===== src/rtl/fp_pkg.sv =====
// Shared FP32 constants, inter-stage bundles and helpers
// for the pipelined single-precision adder.
package fp_pkg;

  localparam int FP_W  = 32;
  localparam int EXP_W = 8;
  localparam int MAN_W = 23;
  localparam int BIAS  = 127;
  localparam int LAT   = 4;

  localparam logic [FP_W-1:0] QNAN = 32'h7FC0_0000;
  localparam logic [FP_W-1:0] PINF = 32'h7F80_0000;

  typedef struct packed {
    logic             spec;
    logic [FP_W-1:0]  sval;
    logic             inv;
    logic             sign;
    logic             esub;
    logic [EXP_W-1:0] exp;
    logic [MAN_W:0]   mb;
    logic [MAN_W:0]   ms;
    logic [EXP_W-1:0] diff;
  } s1_t;

  typedef struct packed {
    logic             spec;
    logic [FP_W-1:0]  sval;
    logic             inv;
    logic             sign;
    logic             esub;
    logic [EXP_W-1:0] exp;
    logic [26:0]      mb;
    logic [26:0]      ms;
  } s2_t;

  typedef struct packed {
    logic             spec;
    logic [FP_W-1:0]  sval;
    logic             inv;
    logic             sign;
    logic             zero;
    logic [9:0]       exp;
    logic [26:0]      man;
  } s3_t;

  function automatic logic [4:0] lzc27(
    input logic [26:0] v
  );
    logic [4:0] n;
    n = 5'd27;
    for (int i = 0; i < 27; i++)
      if (v[i]) n = 5'(26 - i);
    return n;
  endfunction

endpackage


===== src/rtl/fp_add_lane.sv =====
// One FP32 adder lane: unpack/swap, align, add/normalise,
// round/pack, each stage held by ena and wiped by clr.
module fp_add_lane
  import fp_pkg::*;
(
  input  logic            clk,
  input  logic            rst_n,
  input  logic            ena,
  input  logic            clr,
  input  logic [FP_W-1:0] i_a,
  input  logic [FP_W-1:0] i_b,
  input  logic            i_sub,
  input  logic            i_v3,
  output logic [FP_W-1:0] o_res,
  output logic            o_ovf,
  output logic            o_inv
);

  s1_t r_s1, w_s1;
  s2_t r_s2, w_s2;
  s3_t r_s3, w_s3;

  logic [FP_W-1:0] r_res, w_res;
  logic            r_ovf, w_ovf;
  logic            r_inv, w_inv;

  logic             w_sa, w_sb;
  logic [EXP_W-1:0] w_ea, w_eb;
  logic [MAN_W-1:0] w_fa, w_fb;
  logic [MAN_W:0]   w_ma, w_mb;
  logic             w_za, w_zb;
  logic             w_ia, w_ib;
  logic             w_na, w_nb;
  logic             w_agb;

  assign w_sa = i_a[31];
  assign w_ea = i_a[30:23];
  assign w_fa = i_a[22:0];
  assign w_sb = i_b[31] ^ i_sub;
  assign w_eb = i_b[30:23];
  assign w_fb = i_b[22:0];

  // Denormals flush to signed zero here
  assign w_za = (w_ea == '0);
  assign w_zb = (w_eb == '0);
  assign w_ia = (w_ea == '1) && (w_fa == '0);
  assign w_ib = (w_eb == '1) && (w_fb == '0);
  assign w_na = (w_ea == '1) && (w_fa != '0);
  assign w_nb = (w_eb == '1) && (w_fb != '0);
  assign w_ma = w_za ? '0 : {1'b1, w_fa};
  assign w_mb = w_zb ? '0 : {1'b1, w_fb};
  assign w_agb = {w_ea, w_ma} >= {w_eb, w_mb};

  always_comb begin
    w_s1      = '0;
    w_s1.sign = w_agb ? w_sa : w_sb;
    w_s1.esub = w_sa ^ w_sb;
    w_s1.exp  = w_agb ? w_ea : w_eb;
    w_s1.mb   = w_agb ? w_ma : w_mb;
    w_s1.ms   = w_agb ? w_mb : w_ma;
    w_s1.diff = w_agb ? w_ea - w_eb : w_eb - w_ea;
    if (w_na | w_nb) begin
      w_s1.spec = 1'b1;
      w_s1.sval = QNAN;
    end else if (w_ia & w_ib) begin
      w_s1.spec = 1'b1;
      w_s1.inv  = w_sa ^ w_sb;
      w_s1.sval = (w_sa ^ w_sb) ? QNAN
                                : {w_sa, PINF[30:0]};
    end else if (w_ia) begin
      w_s1.spec = 1'b1;
      w_s1.sval = {w_sa, PINF[30:0]};
    end else if (w_ib) begin
      w_s1.spec = 1'b1;
      w_s1.sval = {w_sb, PINF[30:0]};
    end else if (w_za & w_zb) begin
      w_s1.spec = 1'b1;
      w_s1.sval = {w_sa & w_sb, 31'd0};
    end
  end

  logic [26:0] w_full, w_sh;
  logic        w_stk;

  always_comb begin
    w_s2      = '0;
    w_s2.spec = r_s1.spec;
    w_s2.sval = r_s1.sval;
    w_s2.inv  = r_s1.inv;
    w_s2.sign = r_s1.sign;
    w_s2.esub = r_s1.esub;
    w_s2.exp  = r_s1.exp;
    w_s2.mb   = {r_s1.mb, 3'b000};
    w_full    = {r_s1.ms, 3'b000};
    w_sh      = w_full >> r_s1.diff;
    w_stk     = |(w_full & ((27'd1 << r_s1.diff) - 27'd1));
    if (r_s1.diff >= 8'd27)
      w_s2.ms = {26'd0, |r_s1.ms};
    else
      w_s2.ms = {w_sh[26:1], w_sh[0] | w_stk};
  end

  logic [27:0] w_sum;
  logic [4:0]  w_lz;

  always_comb begin
    w_s3      = '0;
    w_s3.spec = r_s2.spec;
    w_s3.sval = r_s2.sval;
    w_s3.inv  = r_s2.inv;
    w_s3.sign = r_s2.sign;
    w_sum     = r_s2.esub ? {1'b0, r_s2.mb} - {1'b0, r_s2.ms}
                          : {1'b0, r_s2.mb} + {1'b0, r_s2.ms};
    w_lz      = lzc27(w_sum[26:0]);
    w_s3.zero = (w_sum == '0);
    if (w_sum[27]) begin
      w_s3.man = {w_sum[27:2], w_sum[1] | w_sum[0]};
      w_s3.exp = {2'b00, r_s2.exp} + 10'd1;
    end else begin
      w_s3.man = w_sum[26:0] << w_lz;
      w_s3.exp = {2'b00, r_s2.exp} - {5'd0, w_lz};
    end
  end

  logic        w_up;
  logic [24:0] w_m;
  logic [9:0]  w_e;

  always_comb begin
    w_up  = r_s3.man[2] &
            (r_s3.man[1] | r_s3.man[0] | r_s3.man[3]);
    w_m   = {1'b0, r_s3.man[26:3]} + {24'd0, w_up};
    w_e   = r_s3.exp + {9'd0, w_m[24]};
    w_res = '0;
    w_ovf = 1'b0;
    w_inv = 1'b0;
    if (r_s3.spec) begin
      w_res = r_s3.sval;
      w_inv = r_s3.inv;
    end else if (r_s3.zero || r_s3.exp[9] ||
                 r_s3.exp == '0) begin
      w_res = '0;
    end else if (w_e >= 10'd255) begin
      w_res = {r_s3.sign, PINF[30:0]};
      w_ovf = 1'b1;
    end else begin
      w_res = {r_s3.sign, w_e[7:0],
               w_m[24] ? w_m[23:1] : w_m[22:0]};
    end
  end

  always_ff @(posedge clk or negedge rst_n) begin
    if (!rst_n) begin
      r_s1  <= '0;
      r_s2  <= '0;
      r_s3  <= '0;
      r_res <= '0;
      r_ovf <= 1'b0;
      r_inv <= 1'b0;
    end else if (clr) begin
      r_s1  <= '0;
      r_s2  <= '0;
      r_s3  <= '0;
      r_res <= '0;
      r_ovf <= 1'b0;
      r_inv <= 1'b0;
    end else if (ena) begin
      r_s1  <= w_s1;
      r_s2  <= w_s2;
      r_s3  <= w_s3;
      r_res <= i_v3 ? w_res : '0;
      r_ovf <= i_v3 & w_ovf;
      r_inv <= i_v3 & w_inv;
    end
  end

  assign o_res = r_res;
  assign o_ovf = r_ovf;
  assign o_inv = r_inv;

endmodule


===== src/rtl/fp_add_pipe.sv =====
// Multi-lane pipelined FP32 adder: valid tracking and
// port packing around LANES independent lane datapaths.
module fp_add_pipe
  import fp_pkg::*;
#(
  parameter int LANES  = 1,
  parameter int SUB_EN = 1
) (
  input  logic                  clk,
  input  logic                  rst_n,
  input  logic                  ena,
  input  logic                  clr,
  input  logic                  in_valid,
  input  logic [FP_W*LANES-1:0] ax,
  input  logic [FP_W*LANES-1:0] ay,
  input  logic [LANES-1:0]      sub,
  output logic                  out_valid,
  output logic [FP_W*LANES-1:0] result,
  output logic [LANES-1:0]      overflow,
  output logic [LANES-1:0]      invalid
);

  logic [LAT-1:0]   r_vld;
  logic [LANES-1:0] w_sub;

  assign w_sub = (SUB_EN != 0) ? sub : '0;

  always_ff @(posedge clk or negedge rst_n) begin
    if (!rst_n)
      r_vld <= '0;
    else if (clr)
      r_vld <= '0;
    else if (ena)
      r_vld <= {r_vld[LAT-2:0], in_valid};
  end

  assign out_valid = r_vld[LAT-1];

  for (genvar g = 0; g < LANES; g++) begin : g_lane
    fp_add_lane u_lane (
      .clk   (clk),
      .rst_n (rst_n),
      .ena   (ena),
      .clr   (clr),
      .i_a   (ax[FP_W*g +: FP_W]),
      .i_b   (ay[FP_W*g +: FP_W]),
      .i_sub (w_sub[g]),
      .i_v3  (r_vld[LAT-2]),
      .o_res (result[FP_W*g +: FP_W]),
      .o_ovf (overflow[g]),
      .o_inv (invalid[g])
    );
  end

endmodule


===== config.mk =====
export PLATFORM = sky130hd
export DESIGN_NAME = fp_add_pipe
export DESIGN_NICKNAME = d
export VERILOG_FILES = /design/src/rtl/fp_pkg.sv /design/src/rtl/fp_add_lane.sv /design/src/rtl/fp_add_pipe.sv
export SDC_FILE = /design/constraint.sdc
export NUM_CORES = 1
export LEC_CHECK = 0
export CAP_MARGIN = 30
export CORE_ASPECT_RATIO = 1.2
export CORE_UTILIZATION = 55
export DETAILED_ROUTE_END_ITERATION = 8
export GPL_TIMING_DRIVEN = 0
export PLACE_DENSITY_LB_ADDON = 0.08
export SETUP_SLACK_MARGIN = 0.15
export SLEW_MARGIN = 20
export SYNTH_ARGS = -nofsm -noshare
export SYNTH_HDL_FRONTEND = slang
export SYNTH_HIERARCHICAL = 1
export SYNTH_SLANG_ARGS = --single-unit

===== constraint.sdc =====
create_clock -name clk -period 11.7 [get_ports clk]
set_input_delay 1.17 -clock clk [delete_from_list [all_inputs] [get_ports clk]]
set_output_delay 1.17 -clock clk [all_outputs]
set_load 0.02 [all_outputs]

== Yosys cells after proc, flatten, opt, wreduce, memory -nomap -nowiden ==
Cells that the tools add are included.
Operators by class
  add/subtract/negate cells: 9
  $lt $le $gt $ge: 3
  equal/unequal tests: 2
  shift-type cells: 3
  mux-type cells: 68
  bitwise logic cells: 14
  reductions and logical operators: 17
Operators with widths (count)
  2-to-1 mux 100 bit: 2
  2-to-1 mux 98 bit: 2
  2-to-1 mux 32 bit: 6
  2-to-1 mux 33 bit: 5
  2-to-1 mux 73 bit: 2
  2-to-1 mux 24 bit: 4
  2-to-1 mux 5 bit: 16
  zero test 23 bit: 2
  nonzero test 23 bit: 2
  2-to-1 mux 4 bit: 10
  2-to-1 mux 37 bit: 1
  greater-or-equal comparator 32 bit: 1
  2-to-1 mux 31 bit: 1
  adder 27 x 27 -> 28 bit: 1
  zero test 28 bit: 1
  2-to-1 mux 28 bit: 1
  subtractor 27 x 27 -> 28 bit: 1
  AND 27 bit: 1
  2-to-1 mux 27 bit: 1
  OR reduction 27 bit: 1
  left shift 1 x 8 -> 27 bit (first input constant): 1
  left shift 27 x 5 -> 27 bit: 1
  >> shifter 27 x 8 -> 27 bit: 1
  subtractor 27 x 1 -> 27 bit (second input constant): 1
  21 further kinds: 51
Word-level totals
  bits in registers: 309
  input bits: 70

== Depth between registers and ports, before layout ==
Gate-level depths: netlist (run 1).
  word-level depth: 33
  depth in mapped cells: 31
  mapped depth without buffers: 28

== Cells and area by module ==
The synthesis (run 1) kept the hierarchy.
By module, submodules not included
  fp_add_lane: times used 1, cells each 2120, area an instance 17125.2 um2, sequential area each 5380.2 um2
  fp_add_pipe: times used 1, cells each 13, area an instance 160.2 um2, sequential area each 100.1 um2

== Worst setup path before layout (run 1) ==
Ideal clock, no wire load.
  kind: register to register
  start point: register g_lane[0].u_lane/r_s2[10] (netlist bit)
  end point: register g_lane[0].u_lane/r_s3[35] (netlist bit)
  arrival: 6.144 ns
  data required time: 11.617 ns
  slack: 5.473 ns
  cell stages (with the launch flop): 28
  path buffers: 3
  clock period less this slack: 6.227 ns
  cells stage by stage: dfrtp_1 or4_1 or3_1 nor3_1 nand2_1 nor3_1 a31oi_1 xnor2_1 ha_1 clkbuf_1 a211oi_1 nand2b_1 o21ai_0 a211oi_1 a2111oi_2 o211ai_1 a31oi_1 buf_6 buf_6 ha_1 inv_1 fa_1 a21o_1 a21oi_1 nor2b_1 or4_1 or4_1 o21ai_0
Between the ends
  cells in the longest elaborated chain, start to end: 23
Ends and longest elaborated chain
  from (decl): RTL line fp_add_lane.sv:20  | s2_t r_s2, w_s2;
  from (signal assigned): RTL line fp_add_lane.sv:169  | r_s2 <= w_s2;
  adder 27 x 27 -> 28 bit / subtractor 27 x 27 -> 28 bit (equally long branches): RTL line fp_add_lane.sv:113, fp_add_lane.sv:112
  2-to-1 mux 28 bit *: RTL line fp_add_lane.sv:112  | w_sum = r_s2.esub ? {1'b0, r_s2.mb} - {1'b0, r_s2.ms}
  2-to-1 mux 4 bit: RTL line fp_pkg.sv:53  | if (v[i]) n = 5'(26 - i);
  2-to-1 mux 5 bit (16 in series): RTL line fp_pkg.sv:53
  subtractor 8 x 5 -> 9 bit: RTL line fp_add_lane.sv:121  | w_s3.exp = {2'b00, r_s2.exp} - {5'd0, w_lz};
  2-to-1 mux 37 bit *: RTL line fp_add_lane.sv:116  | if (w_sum[27]) begin
  2-to-1 mux 73 bit *: RTL line fp_add_lane.sv:167  | end else if (ena) begin
  2-to-1 mux 73 bit *: RTL line fp_add_lane.sv:160  | end else if (clr) begin
  to (signal assigned): RTL line fp_add_lane.sv:170  | r_s3 <= w_s3;
  to (decl): RTL line fp_add_lane.sv:21  | s3_t r_s3, w_s3;
Mark *: on every way between the ends. The rest lies on a longest branch, timed or not. The select of a mux whose other input is x is not followed.
A chain may end at the register's enable or synchronous reset.

== Final worst setup path (run 1) ==
  start point: register g_lane[0].u_lane/r_s2[3] (netlist bit)
  end point: register g_lane[0].u_lane/r_s3[35] (netlist bit)
Between the ends
  cells in the longest elaborated chain, start to end: 30
Ends and longest elaborated chain (RTL line)
  adder 27 x 27 -> 28 bit / subtractor 27 x 27 -> 28 bit (equally long branches): fp_add_lane.sv:113, fp_add_lane.sv:112
  2-to-1 mux 28 bit *: fp_add_lane.sv:112
  2-to-1 mux 4 bit (8 in series): fp_pkg.sv:53
  2-to-1 mux 5 bit (16 in series): fp_pkg.sv:53
  subtractor 8 x 5 -> 9 bit: fp_add_lane.sv:121
  2-to-1 mux 37 bit *: fp_add_lane.sv:116
  2-to-1 mux 73 bit *: fp_add_lane.sv:167
  2-to-1 mux 73 bit *: fp_add_lane.sv:160
Marked as above.

==> results of run 1 <==
## power by group through the flow
stage	logic (µW)	clock network [µW]	registers [µW]
after CTS	2410	766	938
after detailed placement	2400	0	951
final	2520	756	942
after floorplan	1720	0	907
after global placement	2380	0	947
after global routing	2670	792	949
## synth_stat cells, types with 18 or more instances
cell type | count | share of area [%]
nor2b_1 | 18 | 0.65
a211oi_1 | 53 | 2.3
nor2_1 | 275 | 6.0
nand4_1 | 21 | 0.76
nor4_1 | 31 | 1.1
o22ai_1 | 19 | 0.69
nor3_1 | 52 | 1.5
nand2b_1 | 23 | 0.83
mux2_2 | 27 | 1.8
nand3_1 | 64 | 1.9
nand2_1 | 225 | 4.9
o21ai_0 | 158 | 4.6
a31oi_1 | 22 | 0.80
a22o_1 | 21 | 1.1
dfrtp_1 | 219 | 32
xnor2_1 | 54 | 2.7
xor2_1 | 30 | 1.5
ha_1 | 78 | 5.6
clkbuf_1 | 108 | 2.3
mux2i_1 | 129 | 7.5
a21oi_1 | 139 | 4.0
and3_1 | 19 | 0.69
inv_1 | 84 | 1.8
o211ai_1 | 40 | 1.7
a21o_1 | 25 | 1.1
## layout make-up
| class | count | area [µm²] | share of cell area (%) |
|---|---|---|---|
| buffer | 136 | 555.5 | 2.820 |
| inverter | 88 | 330.3 | 1.677 |
| timing repair buffer | 110 | 1119 | 5.679 |
| multi-input combinational | 1690 | 10920 | 55.46 |
| clock inverter | 11 | 122.6 | 0.6225 |
| sequential | 219 | 5480 | 27.82 |
| tap | 396 | 495.5 | 2.515 |
| clock buffer | 32 | 670.6 | 3.405 |
## worst min-delay path by stage
| stage | endpoint | cells after the start | slack, ns | startpoint |
|---|---|---|---|---|
| after global routing | g_lane[0].u_lane/o_res[2]$_DFFE_PN0P_ | 2 | 0.51 | g_lane[0].u_lane/o_res[2]$_DFFE_PN0P_ |
| final | g_lane[0].u_lane/o_res[18]$_DFFE_PN0P_ | 2 | 0.48 | g_lane[0].u_lane/o_res[18]$_DFFE_PN0P_ |
| after CTS | g_lane[0].u_lane/o_res[18]$_DFFE_PN0P_ | 2 | 0.48 | g_lane[0].u_lane/o_res[18]$_DFFE_PN0P_ |
| after floorplan | g_lane[0].u_lane/r_s3[37]$_DFFE_PN0P_ | 2 | 0.44 | g_lane[0].u_lane/r_s3[37]$_DFFE_PN0P_ |
| after global placement | g_lane[0].u_lane/o_res[17]$_DFFE_PN0P_ | 2 | 0.46 | g_lane[0].u_lane/o_res[17]$_DFFE_PN0P_ |
| after detailed placement | g_lane[0].u_lane/o_res[18]$_DFFE_PN0P_ | 2 | 0.47 | g_lane[0].u_lane/o_res[18]$_DFFE_PN0P_ |
## kinds of logic (layout without fill, tap and decap cells)
group                      after synthesis  in the layout  share of synthesized area [%]
DFF                                    219            219                          31.70
and+or+nand+nor                        774            774                          20.22
xor gates and xnor gates                84             84                          4.256
buffers and inverters                  224            377                          5.125
AOI/OAI and AO/OA                      580            580                          21.63
adders and majority gates               82             82                          6.051
muxes                                  170            170                          11.01
## tightest hold or removal path, cell delays in order, from the launching register on
cell	delay, ns
dfrtp_1	0.34
nand2_1	0.04
o21ai_0	0.06
## flip-flops by register name, summed over array words and instances (netlist names)
name,cells
g_lane.u_lane/o_ovf,1
g_lane.u_lane/o_res,32
g_lane.u_lane/r_s1,71
g_lane.u_lane/r_s3,44
r_vld,4
g_lane.u_lane/o_inv,1
g_lane.u_lane/r_s2,66
## cells in the final DEF (no fill, tap or decap), types with 8 or more instances in the layout
cell type        count
clkbuf_1           112
o211ai_1            40
o22ai_1             19
clkdlybuf4s50_1    102
and2_1              10
a31oi_1             22
mux4_2              13
mux2i_1            129
nand2_1            225
xor2_1              30
a22o_1              21
and3_1              19
mux2_2              27
ha_1                78
buf_1               14
clkbuf_16           24
nand3_1             64
o31ai_1              8
buf_2                9
nor2_1             275
inv_1               84
o21ai_0            158
a211oi_1            52
dfrtp_1            219
nand4_1             21
nand2b_1            23
nor4_1              31
a22oi_1             10
nor3_1              52
xnor2_1             54
a21oi_1            139
a21o_1              25
nor2b_1             18
## layer usage
metal  up-vias  GRT usage [%]  wire (µm)
met2       898          65.44      30020
met5         -              0          0
met4         0          23.18       3948
li1       7993              -          -
met1      8484          46.67      24270
met3       226          4.989       4085
## stage by stage
step	utilization [%]	setup WS [ns]
finish	64.26	3.739
global route	64.26	3.422
CTS	64.21	3.990
detailed placement	61.62	4.020
global placement	61.37	0.4742
floorplan	-	5.473
==> metrics, run 1 <==
fraction of registers with async set or reset after synthesis=100.0%; CTS resizes=0; Placed Instances=2636; P_leak=0.008641 µW; WHS=0.4753 ns; FF-to-FF path depth=28; DR vias=~18000; Post-route DRC=0; total wire length=around 62 mm; R2R Path End=g_lane[0].u_lane/r_s3[35]$_DFFE_PN0P_; Net Sw Power=about 2000 µW; First DRT Iteration DRCs=1565; CP arrival=8.42 ns; largest net degree at the start of global routing=105; DP Area=between 15000 and 20000 µm²; CTS sink cnt=219; postcts setup bufs=0; layout cell share with drive strength beyond 1=5.512%; DIE HEIGHT=196.2 µm; Finished Layout Cells=2682; die area=approximately 32000 µm²; CTS tree=built; PortBufs=103; Synth Register Bits=219; number of synthesized flops with an enable pin=0; clock share of power=17.9%; gpl congestion=between 1 and 1.5; clock skew=between 0.02 and 0.03 ns; Nets=roughly 2400; initial antenna violation count=0; Syn Std Cell Area=17290 µm²; WS Path Type=reg -> reg; Layout Cell Area excl Fill=19700 µm²; Final Slew Violations=0; hold crit path type=reg -> reg; critical path's slowest cell=xor2_1; Synth Flop Type=dfrtp_1; max_slew headroom=34.36%; Max Fclk=about 130 MHz; Pwr Total=4215 µW; Global Route Usage Sum=between 30 and 40%; Initial Util=56.39%; crit-path leading delay family=compound AO/OA/AOI/OAI gates; CP Max Fanout=11; number of hold buffers added after cts=0; CP max stage delay=0.66 ns; Rows=70; FF-to-FF setup slack=3.74 ns; clk root buf=clkbuf_16; CTS buffer count=24; vias in the first global route=16870; pwr/cell area=214.0 nW/µm²; Slew @ Worst Pin=0.9770 ns; Mapped Nets=2284; run status=completed; vias per std cell=6.563; Clock Latency Late Sink=0.55 ns; reg-to-reg startpoint=g_lane[0].u_lane/r_s2[3]$_DFFE_PN0P_; Bufs on Longest Clock Path=3; Crit path depth=28; post-layout min period=7.961 ns; setup_tns=0 ns; # setup viols final=0; Ant. Diodes=0; Crit. Startpoint=g_lane[0].u_lane/r_s2[3]$_DFFE_PN0P_; clk slew on worst S/H paths=roughly 0.06 ns; Crit. End Element=flop; core area=a little over 30000 µm²; Syn Area/Cell=8.104 µm²; Buf/Inv on CP=4; Syn Inst Count=2133; final hold vios=0; TritonRoute pass-1 iters=7; GRT overflow=0; first-pass GRT wire length=95.61 mm; die extent in x=163.8 µm; post-route ant nets=0; Synth Warn #=6; Peak VDD IR=0.2431 mV; Area Growth Syn to Fin=13.96%; startpoint type of the worst setup path=flop; Netlist cell types=85; H-Tree Depth=1; Avg WL per Cell=23.24 µm; sequential fraction of the synthesis area=31.70%; Cell Int Power=between 2000 and 2500 µW; Switching Share=47.98%; fillers=2625; max cap viols=0; crit share post-route=68.05%; Post-DP HPWL=between 40 and 50 mm; Req. time, crit path=12.16 ns; unrepaired setup endpoints after global routing=false; Seq pwr share=between 20% and 30%; crit path capture=g_lane[0].u_lane/r_s3[35]$_DFFE_PN0P_; combinational share of power=between 50% and 60%; Ports=~110
Note: power is estimated with default switching activity, not from simulation.
==> inputs of run 2 (changes only) <==
==> constraint.sdc (replaced) <==
create_clock -name clk -period 6.8 [get_ports clk]
set_input_delay 0.68 -clock clk [delete_from_list [all_inputs] [get_ports clk]]
set_output_delay 0.68 -clock clk [all_outputs]
set_load 0.02 [all_outputs]
==> run 2 against run 1 <==
Clock power grew 72%. Design area grew 3.9%. Fmax grew 22%. Routed wire length grew 2.3%. Utilization grew 2.5 points. Critical path depth shrank 1. Via count grew 2.2%. Cell count grew 1.1%. Hold slack lost 0.45 ns. First-iteration DRC count grew 9.0%. Critical endpoint unchanged.
==> metrics, run 2 (synthesis gave the netlist of run 1 again) <==
GR Util met2=65.96% (+0.52 points); Area Growth Syn to Fin=18.39%; global routing usage on met1=46.94% (+0.27 points); First DRT Iteration DRCs=1706 (+9.0%); DIE HEIGHT=196.2 µm (unchanged); post-route ant nets=0 (unchanged); clk root buf=clkbuf_16; CTS sink cnt=219 (unchanged); Seq pwr share=21.1% (-1.3 points); commonest non-fill, non-tap cells in the layout=nor2_1 (270), nand2_1 (223), dfrtp_1 (217); final hold vios=0 (unchanged); Crit. End Element=flop; pwr/cell area=375.7 nW/µm² (+76%); P_leak=0.008931 µW (+3.4%); max_slew headroom=37.86% (+3.5 points); core area=30650 µm² (unchanged); Max Fclk=153.0 MHz (+22%); R2R Path End=g_lane[0].u_lane/r_s3[35]$_DFFE_PN0P_; combinational share of power=62.0% (+2.3 points); die extent in x=163.8 µm (unchanged); vias per std cell=6.636 (+1.1%); max FFs per register=71 (unchanged); FF-to-FF path depth=27 (-3.6%); crit share post-route=96.09% (+28 points); Req. time, crit path=7.26 ns (-4.90 ns); max cap viols=0 (unchanged); FF-to-FF setup slack=0.27 ns (-3.47 ns); Ant. Diodes=0 (unchanged); number of hold buffers added after cts=0 (unchanged); Clock Latency Late Sink=0.55 ns (about the same); GR peak layer=met2; CP arrival=7.00 ns (-1.42 ns); Avg WL per Cell=23.51 µm (+1.2%); PortBufs=103 (unchanged); initial antenna violation count=0 (unchanged); most common cell after layout, fill and taps aside=nor2_1; Finished Layout Cells=2712 (+1.1%); WHS=0.03001 ns (-0.4453 ns); CP Max Fanout=11 (unchanged); startpoint type of the worst setup path=flop; CTS buffer count=24 (unchanged); Largest Register=g_lane.u_lane/r_s1; GRT overflow=0 (unchanged); Nets=2450 (+1.2%); hold crit path type=in -> async; Placed Instances=2636 (unchanged); Slew @ Worst Pin=0.9278 ns (-0.04921 ns); reg-to-reg startpoint=g_lane[0].u_lane/r_s2[10]$_DFFE_PN0P_; WS Path Type=reg -> reg; Switching Share=47.82% (-0.16 points); Post-DP HPWL=49.01 mm (unchanged); TritonRoute pass-1 iters=6 (-1); Final Util=66.76% (+2.5 points); total wire length=63.77 mm (+2.3%); CTS tree=built; Bufs on Longest Clock Path=3 (unchanged); largest net degree at the start of global routing=105 (unchanged); Initial Util=56.39% (unchanged); clock share of power=16.9% (-1.0 points); clk slew on worst S/H paths=0.06 ns (about the same); Net Sw Power=3676 µW (+82%); post-layout min period=6.534 ns (-1.427 ns); die area=32140 µm² (unchanged); H-Tree Depth=1 (unchanged); Global Route Usage Sum=38.99% (+0.31 points); Final Slew Violations=0 (unchanged); Cell Int Power=4011 µW (+83%); vias in the first global route=17080 (+1.3%); first-pass GRT wire length=96.42 mm (+0.84%); clock skew=0.02553 ns (-0.001184 ns); Rows=70 (unchanged); unrepaired setup endpoints after global routing=false; # setup viols final=0 (unchanged); Largest regs=g_lane.u_lane/r_s1: 71 flops, g_lane.u_lane/r_s2: 66 flops, g_lane.u_lane/r_s3: 44 flops; Post-route DRC=0 (unchanged); Ports=105 (unchanged); met3 Use GR=4.841% (-0.15 points); gpl congestion=1.006 (unchanged); layout cell share with drive strength beyond 1=10.23% (+4.7 points); Peak VDD IR=0.4159 mV (+71%); run status=completed; DR vias=18000 (+2.2%)
run 2: stage by stage:
step                      setup WS, ns  total power (µW)  area [µm²]  setup TNS [ns]
after detailed placement       -0.8804              5765       18890          -4.923
final                           0.2658              7688       20460               0
after global routing           0.01481              8020       20460               0
after floorplan                 0.5732              4512       17290               0
after global placement          -3.936              5730       18810         -862.92
after CTS                       0.1634              7253       19980               0
run 2: final cells by class:
class / count / area [µm²]
Tap cell: 396 / 495.5
Inverter: 88 / 337.8
Sequential cell: 219 / 5483
Clock buffer: 32 / 670.6
Timing Repair Buffer: 140 / 1346
Clock inverter: 11 / 122.6
Buffer: 136 / 589.3
Multi-Input combinational cell: 1690 / 11420
Fill cell: 2504 / 10190
run 2: what timing repair did:
action                     CTS  global route
buffers inserted             8            23
pin swaps                   12            26
setup endpoints to repair   31             8
gates resized for setup     59            64
hold endpoints to repair     0             0
run 2: routing by layer:
| metal | part of all wire [%] | up-vias |
|---|---|---|
| met5 | 0 | - |
| met2 | 48 | 1041 |
| li1 | - | 8026 |
| met3 | 7.3 | 288 |
| met4 | 7.3 | 0 |
| met1 | 38 | 8642 |
run 2: power by group through the flow:
stage	Combinational [µW]	Sequential, µW	Clock (µW)
floorplan	2950	1560	0
global placement	4100	1630	0
detailed placement	4130	1640	0
CTS	4320	1610	1320
global route	5020	1640	1360
finish	4760	1630	1300
run 2: how the worst max path moves through the flow:
stage,start,to
2_1_floorplan,g_lane[0].u_lane/r_s2[10]$_DFFE_PN0P_,g_lane[0].u_lane/r_s3[35]$_DFFE_PN0P_
3_3_place_gp,rst_n,g_lane[0].u_lane/o_res[17]$_DFFE_PN0P_
3_5_place_dp,g_lane[0].u_lane/r_s2[3]$_DFFE_PN0P_,g_lane[0].u_lane/r_s3[34]$_DFFE_PN0P_
4_1_cts,g_lane[0].u_lane/r_s2[10]$_DFFE_PN0P_,g_lane[0].u_lane/r_s3[35]$_DFFE_PN0P_
5_1_grt,g_lane[0].u_lane/r_s2[0]$_DFFE_PN0P_,g_lane[0].u_lane/r_s3[34]$_DFFE_PN0P_
6_report,g_lane[0].u_lane/r_s2[10]$_DFFE_PN0P_,g_lane[0].u_lane/r_s3[35]$_DFFE_PN0P_
run 2: critical path, stage by stage, from the launching register on:
cell and delay [ns]:
dfrtp_2 0.44, or4_4 0.55, or3_4 0.37, nor3_4 0.21, nand2_2 0.11, nor3_4 0.26
and3_4 0.24, a21oi_1 0.08, xnor2_1 0.21, ha_2 0.34, a21o_1 0.20, a21oi_1 0.21
inv_1 0.07, o211ai_1 0.21, nor3b_4 0.35, o22ai_2 0.17, a31oi_2 0.20, buf_6 0.13
buf_12 0.15, ha_1 0.15, inv_1 0.05, fa_2 0.35, a21o_1 0.20, a21oi_2 0.18
nor2b_1 0.09, or4_4 0.42, or4_4 0.43, o21ai_0 0.08
